==> config.mk <==
export PLATFORM = sky130hd
export DESIGN_NAME = spi_master_flat
export DESIGN_NICKNAME = d
export VERILOG_FILES = /design/src/rtl/spi_pkg.sv /design/src/rtl/spi_master_if.sv /design/src/rtl/spi_half_tick.sv /design/src/rtl/spi_master.sv /design/src/flat_wrapper.sv
export SDC_FILE = /design/constraint.sdc
export NUM_CORES = 1
export LEC_CHECK = 0
export CAP_MARGIN = 20
export CORE_ASPECT_RATIO = 1.1
export CORE_MARGIN = 3
export CORE_UTILIZATION = 55
export DETAILED_ROUTE_END_ITERATION = 10
export PLACE_DENSITY_LB_ADDON = 0.12
export SYNTH_ARGS = -nofsm -noshare
export SYNTH_HDL_FRONTEND = slang
export SYNTH_HIERARCHICAL = 1
export SYNTH_SLANG_ARGS = --single-unit
==> constraint.sdc <==
create_clock -name clk -period 3.4 [get_ports clk]
set_input_delay 0.51 -clock clk [delete_from_list [all_inputs] [get_ports clk]]
set_output_delay 0.51 -clock clk [all_outputs]
set_load 0.03 [all_outputs]
==> src/rtl/spi_pkg.sv <==
// Shared types and constants for the byte-oriented SPI master.
// Register bundle and FSM encoding live here so the top stays a single next-state block.
package spi_pkg;

    localparam int unsigned SPI_BITS  = 8;
    localparam logic        MOSI_IDLE = 1'b1;

    typedef enum logic [2:0] {
        SPI_IDLE  = 3'd0,
        SPI_SETUP = 3'd1,
        SPI_HIGH  = 3'd2,
        SPI_LOW   = 3'd3,
        SPI_NEXT  = 3'd4,
        SPI_HOLD  = 3'd5,
        SPI_GAP   = 3'd6
    } spi_state_e;

    typedef struct packed {
        logic [2:0]          state;
        logic [2:0]          bit_idx;
        logic [SPI_BITS-1:0] tx_shift;
        logic                tx_last;
        logic [SPI_BITS-1:0] rx_shift;
        logic [SPI_BITS-1:0] rx_data;
        logic                rx_valid;
        logic                busy;
        logic                sclk;
        logic                cs;
        logic                mosi;
    } spi_regs_t;

    localparam spi_regs_t SPI_REGS_RST = '{
        state:    SPI_IDLE,
        bit_idx:  3'd0,
        tx_shift: '0,
        tx_last:  1'b0,
        rx_shift: '0,
        rx_data:  '0,
        rx_valid: 1'b0,
        busy:     1'b0,
        sclk:     1'b0,
        cs:       1'b1,
        mosi:     MOSI_IDLE
    };

endpackage

==> src/rtl/spi_master_if.sv <==
// Byte-stream side of the SPI master: tx handshake, rx result and busy.
// 'master' is the byte producer/consumer; 'slave' is the spi_master block itself.
interface spi_master_if;
    import spi_pkg::*;

    logic [SPI_BITS-1:0] tx_data;
    logic                tx_last;
    logic                tx_valid;
    logic                tx_ready;
    logic [SPI_BITS-1:0] rx_data;
    logic                rx_valid;
    logic                busy;

    modport master (
        output tx_data, tx_last, tx_valid,
        input  tx_ready, rx_data, rx_valid, busy
    );

    modport slave (
        input  tx_data, tx_last, tx_valid,
        output tx_ready, rx_data, rx_valid, busy
    );

endinterface

==> src/rtl/spi_half_tick.sv <==
// Loadable 8-bit down-counter timing SCLK half-periods; tick_o is high while the count sits at 0.
// Reloading on every FSM transition makes each state last load_val_i+1 cycles.
module spi_half_tick (
    input  logic       clk,
    input  logic       rst_n,
    input  logic       load_i,
    input  logic [7:0] load_val_i,
    output logic       tick_o
);

    logic [7:0] cnt_q;
    logic [7:0] cnt_d;

    always_comb begin
        // NOTE: assign every always_comb output a default first so no path infers a latch.
        cnt_d = cnt_q;
        if (load_i) begin
            cnt_d = load_val_i;
        end else if (cnt_q != 8'd0) begin
            cnt_d = cnt_q - 8'd1;
        end
    end

    // NOTE: state registers use non-blocking assignment so every flop sees pre-edge values.
    always_ff @(posedge clk) begin
        if (!rst_n) begin
            cnt_q <= 8'd0;
        end else begin
            cnt_q <= cnt_d;
        end
    end

    assign tick_o = (cnt_q == 8'd0);

endmodule

==> src/rtl/spi_master.sv <==
// Byte-oriented SPI master: LSB first, SCLK idles low, MOSI changes on the rise, both ends sample on the fall.
// CS stays low across consecutive bytes until a byte tagged tx_last has been shifted.
module spi_master
    import spi_pkg::*;
#(
    parameter int unsigned DIV = 4
) (
    input  logic        clk,
    input  logic        rst_n,
    spi_master_if.slave bus,
    output logic        sclk_o,
    output logic        cs_o,
    output logic        mosi_o,
    input  logic        miso_i
);

    localparam logic [2:0] ST_IDLE  = SPI_IDLE;
    localparam logic [2:0] ST_SETUP = SPI_SETUP;
    localparam logic [2:0] ST_HIGH  = SPI_HIGH;
    localparam logic [2:0] ST_LOW   = SPI_LOW;
    localparam logic [2:0] ST_NEXT  = SPI_NEXT;
    localparam logic [2:0] ST_HOLD  = SPI_HOLD;
    localparam logic [2:0] ST_GAP   = SPI_GAP;

    localparam logic [7:0] HALF_LOAD = 8'(DIV - 1);
    localparam logic [2:0] LAST_BIT  = 3'(SPI_BITS - 1);

    spi_regs_t regs_q;
    spi_regs_t regs_d;
    logic      tick;
    logic      load;
    logic      tx_ready;
    logic      accept;

    spi_half_tick u_half_tick (
        .clk        (clk),
        .rst_n      (rst_n),
        .load_i     (load),
        .load_val_i (HALF_LOAD),
        .tick_o     (tick)
    );

    // A byte can only be taken in IDLE or between bytes of an unfinished transaction.
    assign tx_ready = (regs_q.state == ST_IDLE) ||
                      ((regs_q.state == ST_NEXT) && !regs_q.tx_last);
    assign accept   = bus.tx_valid && tx_ready;
    assign load     = (regs_d.state != regs_q.state);

    always_comb begin
        regs_d          = regs_q;
        regs_d.rx_valid = 1'b0;

        unique case (regs_q.state)
            ST_IDLE: begin
                if (accept) begin
                    regs_d.tx_shift = bus.tx_data;
                    regs_d.tx_last  = bus.tx_last;
                    regs_d.bit_idx  = 3'd0;
                    regs_d.cs       = 1'b0;
                    regs_d.busy     = 1'b1;
                    regs_d.state    = ST_SETUP;
                end
            end
            ST_SETUP: begin
                if (tick) begin
                    regs_d.sclk  = 1'b1;
                    regs_d.mosi  = regs_q.tx_shift[regs_q.bit_idx];
                    regs_d.state = ST_HIGH;
                end
            end
            ST_HIGH: begin
                if (tick) begin
                    regs_d.sclk                      = 1'b0;
                    regs_d.rx_shift[regs_q.bit_idx] = miso_i;
                    regs_d.state                     = ST_LOW;
                end
            end
            ST_LOW: begin
                if (tick) begin
                    if (regs_q.bit_idx != LAST_BIT) begin
                        regs_d.bit_idx = regs_q.bit_idx + 3'd1;
                        regs_d.sclk    = 1'b1;
                        regs_d.mosi    = regs_q.tx_shift[regs_q.bit_idx + 3'd1];
                        regs_d.state   = ST_HIGH;
                    end else begin
                        regs_d.rx_data  = regs_q.rx_shift;
                        regs_d.rx_valid = 1'b1;
                        regs_d.state    = ST_NEXT;
                    end
                end
            end
            ST_NEXT: begin
                // Waits here indefinitely with CS low until the next byte arrives.
                if (regs_q.tx_last) begin
                    regs_d.state = ST_HOLD;
                end else if (accept) begin
                    regs_d.tx_shift = bus.tx_data;
                    regs_d.tx_last  = bus.tx_last;
                    regs_d.bit_idx  = 3'd0;
                    regs_d.sclk     = 1'b1;
                    regs_d.mosi     = bus.tx_data[0];
                    regs_d.state    = ST_HIGH;
                end
            end
            ST_HOLD: begin
                if (tick) begin
                    regs_d.cs    = 1'b1;
                    regs_d.state = ST_GAP;
                end
            end
            ST_GAP: begin
                if (tick) begin
                    regs_d.busy  = 1'b0;
                    regs_d.mosi  = MOSI_IDLE;
                    regs_d.state = ST_IDLE;
                end
            end
            default: begin
                regs_d = SPI_REGS_RST;
            end
        endcase
    end

    always_ff @(posedge clk) begin
        if (!rst_n) begin
            regs_q <= SPI_REGS_RST;
        end else begin
            regs_q <= regs_d;
        end
    end

    assign bus.tx_ready = tx_ready;
    assign bus.rx_data  = regs_q.rx_data;
    assign bus.rx_valid = regs_q.rx_valid;
    assign bus.busy     = regs_q.busy;
    assign sclk_o       = regs_q.sclk;
    assign cs_o         = regs_q.cs;
    assign mosi_o       = regs_q.mosi;

endmodule
==> src/flat_wrapper.sv <==
// flat-port wrapper written by rule: the top's interface ports become plain ports
module spi_master_flat import spi_pkg::*;
#(
    parameter int unsigned DIV = 4
)
  (clk, rst_n, sclk_o, cs_o, mosi_o, miso_i, bus_tx_data, bus_tx_last, bus_tx_valid, bus_tx_ready, bus_rx_data, bus_rx_valid, bus_busy);
  spi_master_if bus_i ();
  input  logic clk;
  input  logic rst_n;
  output logic sclk_o;
  output logic cs_o;
  output logic mosi_o;
  input  logic miso_i;
  input wire logic [$bits(bus_i.tx_data)-1:0] bus_tx_data;
  input wire logic [$bits(bus_i.tx_last)-1:0] bus_tx_last;
  input wire logic [$bits(bus_i.tx_valid)-1:0] bus_tx_valid;
  output wire logic [$bits(bus_i.tx_ready)-1:0] bus_tx_ready;
  output wire logic [$bits(bus_i.rx_data)-1:0] bus_rx_data;
  output wire logic [$bits(bus_i.rx_valid)-1:0] bus_rx_valid;
  output wire logic [$bits(bus_i.busy)-1:0] bus_busy;
  assign bus_i.tx_data = bus_tx_data;
  assign bus_i.tx_last = bus_tx_last;
  assign bus_i.tx_valid = bus_tx_valid;
  assign bus_tx_ready = bus_i.tx_ready;
  assign bus_rx_data = bus_i.rx_data;
  assign bus_rx_valid = bus_i.rx_valid;
  assign bus_busy = bus_i.busy;
  spi_master #(.DIV(DIV)) u_core (.clk(clk), .rst_n(rst_n), .bus(bus_i), .sclk_o(sclk_o), .cs_o(cs_o), .mosi_o(mosi_o), .miso_i(miso_i));
endmodule
---- Word level (Yosys, flattened, before mapping) ----
Index checks and enable logic that the tools add are counted.
W data, S select, Z words.
word-level totals
  bits of input ports ..................... 13
  output and inout port bits .............. 14
  register bits after elaboration ......... 44
operators by class
  muxes and demuxes ....................... 44
  order comparisons ....................... 3
  $add $sub $neg .......................... 2
  bitwise operators ....................... 9
  reduce and logical (&&, ||, !) cells .... 27
  eq/ne operators ......................... 18
operators by type and width
  operator               number
  $mux W15               2
  $pmux W9 S3            1
  $mux W3                7
  $pmux W3 S7            1
  $mux W9                2
  $pmux W9 S2            1
  $ne A2 B1 Y1 const B   8
  $pmux W8 S2            1
  $mux W1                15
  $reduce_or A5 Y1       3
  $reduce_and A7 Y1      2
  $mux W12               1
  $pmux W3 S4            1
  $reduce_or A6 Y1       2
  $pmux W1 S5            2
  $eq A3 B3 Y1 const B   3
  $not A1 Y1             9
  $reduce_and A3 Y1      3
  $bwmux W8              1
  $logic_not A8 Y1       1
  $lt A3 B4 Y1 const B   2
  $mux W8                1
  $reduce_bool A8 Y1     1
  $sub A8 B1 Y8 const B  1
  23 further kinds       32

---- Depth between registers and ports, before layout ----
  depth after elaboration ................. 9
  mapped depth ............................ 10

---- Cells and area by module ----
Netlist, hierarchy kept.
by module, submodules not included
  module         seq. area each (sq um)  area each (sq um)  times used  cells each
  spi_master     720.7                   1875.5             1           217
  spi_half_tick  160.2                   457.9              1           51

---- Worst setup path before layout ----
Ideal clock, no wire load.
  path type ............................... flip-flop to flip-flop
  from .................................... register u_core.u_half_tick.cnt_q[3]
  to ...................................... register u_core.u_half_tick.cnt_q[7]
  required time ........................... 3.273 ns
  slack ................................... 0.986 ns
  path buffers ............................ 2
  stages on the path, launching flop included .. 10
  setup time .............................. 0.127 ns
  data arrival time ....................... 2.287 ns
  cells stage by stage .................... dfxtp_1 nor4_4 and4bb_1 buf_6 clkbuf_1 a21oi_1 o21ai_0 inv_1 o21ai_0 a21oi_1
on the way
  longest elaborated chain between the ends .. 5
  elaborated cells between the ends (all ways) .. 11
RTL lines
  what                             line                 RTL
  start: declaration               spi_half_tick.sv:11  logic [7:0] cnt_q;
  start signal: assignment         spi_half_tick.sv:29  cnt_q <= cnt_d;
  $logic_not A8 Y1 *               spi_half_tick.sv:33  assign tick_o = (cnt_q == 8'd0);
  via u_core.tick                  spi_master.sv:30     logic tick;
  $mux W3 (tied with other cells)  spi_master.sv:112    if (tick) begin
  $pmux W3 S7 *                    spi_master.sv:53     unique case (regs_q.state)
  $ne A3 B3 Y1 *                   spi_master.sv:47     assign load = (regs_d.state != regs_q.state);
  via u_core.load                  spi_master.sv:31     logic load;
  $reduce_or A2 Y1 (no line) *     --
The timed path passes the listed nets; every way through them passes the cells marked *. The select of a mux whose other input is x is not followed.
A chain may end at the register's enable or synchronous reset.

---- Final worst setup path ----
  from .................................... register u_core.u_half_tick.cnt_q[3]
  to ...................................... register u_core.u_half_tick.cnt_q[3]
Same word-level chain as after synthesis.

==> qor.yml <==
status: "finished clean"
synth_cell_types: 57
num_vias: 1996
synth_edf_count: 0
num_antenna_cells: 0
critPathTopFamily: "simple AND/OR/NAND/NOR gates"
wirelength_um: 4940
drv_cap: 0
met2_length_um: 2350
layout-area-overhead-vs-synth_pct: 14.9
setup.worst_path.start_class: "register"
gp_congestion: 0.787
netlist_instances: 268
holdPathEnd: "u_core/bus.rx_data[6]"
path_max_fanout: 13
fp.dieW_um: 68.1
syn_area_um2: 2330
max_stage_delay_ns: 0.60
yosysWarnings: 6
fin_setup_tns_ns: 0
fmax_mhz: 374
cts_hold_buf: 0
r2r-end: "u_core/u_half_tick/cnt_q[3]"
grt_antenna_before_repair: 0
rr_worst_depth: 7
cp.arrival_ns: 2.85
min_period_over_period: 0.785
grt_usage: 0.209
grt_pass1_wl_um: 8060
finalHoldViolCount: 0
cts_root_buffer: "clkbuf_8"
postSynthAreaPerCell_um2: 8.71
rsz0062_at_grt: "no"
tightest_slew_ns: 0.758
drtIter0Drc: 82
fin_crit_ns: 2.67
clock_latency_ns: 0.30
core-area_um2: 4020
final_cells: 337
tritoncts: "done"
cts_setup_buffers: 0
crit_chain: "nor4_4, and4bb_1, a21oi_1, o21ai_0, inv_1, nand2_1, o31ai_1"
seq_area_frac_synth: 0.377
dp_cells: 329
grt_max_degree: 27
rrSetupSlack_ns: 0.73
rr_startpoint: "u_core/u_half_tick/cnt_q[3]"
slew_headroom: 0.494
cp-end-kind: "register"
met1Wirelength_um: 2310
hp-class: "register to register"
io_pins: 27
final-setup-viol-count: 0
ant_nets: 0
post_drt_wl_per_cell_um: 14.7
port_buffers: 26
worstHoldStart: "u_core/bus.rx_data[6]"
viasPerCell: 5.92
dp_hpwl_um: 3340
crit_buf_inv: 1
vdd_drop_max_uv: 391
skew_ns: 0.00948
critPathRequiredTime_ns: 3.58
die_area_um2: 5060
std_cell_rows: 24
synth_flop_cell: "dfxtp_1"
clkSinkCount: 44
top_layer: "met4"
leakagePower_nw: 0.954
cts_buffer_depth: 2
slew_violations: 0
routed-wl-met3_um: 210
cts_resized: 0
layout-drive-gt1-share: 0.0842
h-tree-depth: 2
dr.pass1.iters: 4
synth-seq-cells: 44
synthArstFlopShare: 0
crit_slowest_cell: "o21ai_0"
die_h_um: 74.3
cts_buffers: 5
powerDensity_nw_per_um2: 641
clk_pin_slew_ns: 0.09
crit_type: "register to register"
fin_nets: 300
grt.overflow.total: 0
start_util: 0.580
hold_depth: 1
grt_pass1_vias: 1736
drc_errors: 0
-- worst max-delay path by stage --
stage | depth (start not counted) | from | endpoint
6_report | 7 | u_core/u_half_tick/cnt_q[3] | u_core/u_half_tick/cnt_q[3]
2_1_floorplan | 9 | u_core/u_half_tick/cnt_q[3] | u_core/u_half_tick/cnt_q[7]
3_5_place_dp | 7 | u_core/u_half_tick/cnt_q[3] | u_core/u_half_tick/cnt_q[7]
3_3_place_gp | 8 | bus_tx_valid | u_core/u_half_tick/cnt_q[5]
4_1_cts | 7 | u_core/u_half_tick/cnt_q[3] | u_core/u_half_tick/cnt_q[3]
5_1_grt | 7 | u_core/u_half_tick/cnt_q[3] | u_core/u_half_tick/cnt_q[7]
-- layout by cell type, fill, tap and decap left out, types with 7 or more instances in the layout --
master / synthesis / layout
conb_1: 2 / 8
clkdlybuf4s50_1: 0 / 26
a22oi_1: 10 / 10
a22o_1: 9 / 9
nor2_1: 18 / 18
a21oi_1: 28 / 28
dfxtp_1: 44 / 44
o21ai_0: 17 / 17
inv_1: 7 / 7
nand3_1: 12 / 12
nand2_1: 18 / 18
-- flip-flops by register name, summed over array words and instances, names as in the netlist --
signal and flops:
u_core/sclk_o 1, u_core/regs_q 23, u_core/cs_o 1, u_core/bus.rx_valid 1, u_core/u_half_tick/cnt_q 8, u_core/bus.busy 1, u_core/mosi_o 1, u_core/bus.rx_data 8
-- area by class of cell --
type / instances / area [µm²]
clock buffers: 6 / 82.6
clock inverters: 2 / 38.8
well taps: 52 / 65.1
inverters: 7 / 26.3
repair buffers: 30 / 290
flip-flops and latches: 44 / 881
multi-input cells: 196 / 1300
fillers: 367 / 1340
-- through the flow --
step	setup WS (ns)	power (mW)	utilization	area [µm²]	hold WS, ns
after floorplan	0.986	1.16	-	2360	0.442
after global placement	0.893	1.28	0.636	2560	0.454
after detailed placement	0.775	1.30	0.636	2560	0.460
after CTS	0.738	1.72	0.666	2680	0.483
after global routing	0.420	1.82	0.666	2680	0.492
final	0.730	1.72	0.666	2680	0.478
-- report_power, final --
part	leakage [nW]	total, mW	internal (mW)	switching (mW)
sequential	0.359	0.693	0.589	0.104
combinational	0.534	0.605	0.267	0.337
clock	0.0614	0.420	0.240	0.180
-- per-layer routing --
metal | vias up | global-route usage
met5 | - | 0
met4 | 0 | 0.0839
met3 | 8 | 0.0438
met2 | 49 | 0.328
met1 | 932 | 0.281
li1 | 1007 | -
-- Yosys cell counts, types with 2 or more instances --
cell / n / area share
nor2_1: 18 / 0.029
mux4_2: 2 / 0.019
nor3_1: 4 / 0.0086
nor3b_1: 2 / 0.0064
buf_2: 5 / 0.011
nand3_1: 12 / 0.026
nor3_2: 2 / 0.0086
a22o_1: 9 / 0.034
dfxtp_1: 44 / 0.38
buf_4: 8 / 0.026
conb_1: 2 / 0.0032
clkbuf_1: 10 / 0.016
nand3b_1: 2 / 0.0064
buf_1: 2 / 0.0032
mux2i_1: 6 / 0.026
and2_1: 3 / 0.0080
xnor2_1: 3 / 0.011
o21ai_0: 17 / 0.036
ha_1: 3 / 0.016
nand2b_1: 3 / 0.0080
buf_6: 2 / 0.0097
a22oi_1: 10 / 0.032
nand2_1: 18 / 0.029
o31ai_1: 5 / 0.016
a21oi_1: 28 / 0.060
inv_1: 7 / 0.011
a31oi_1: 5 / 0.013
o2111ai_1: 3 / 0.011
nor2b_1: 5 / 0.013
-- logic make-up after synthesis --
kind of cell | after synthesis | share of synthesized area
flops | 44 | 0.377
compound gates | 91 | 0.261
other cells | 2 | 0.00322
xor+xnor | 4 | 0.0150
fa+ha+maj | 3 | 0.0161
buf+inv | 34 | 0.0767
simple gates | 81 | 0.195
mux | 9 | 0.0563
(Power assumes the default switching activity.)
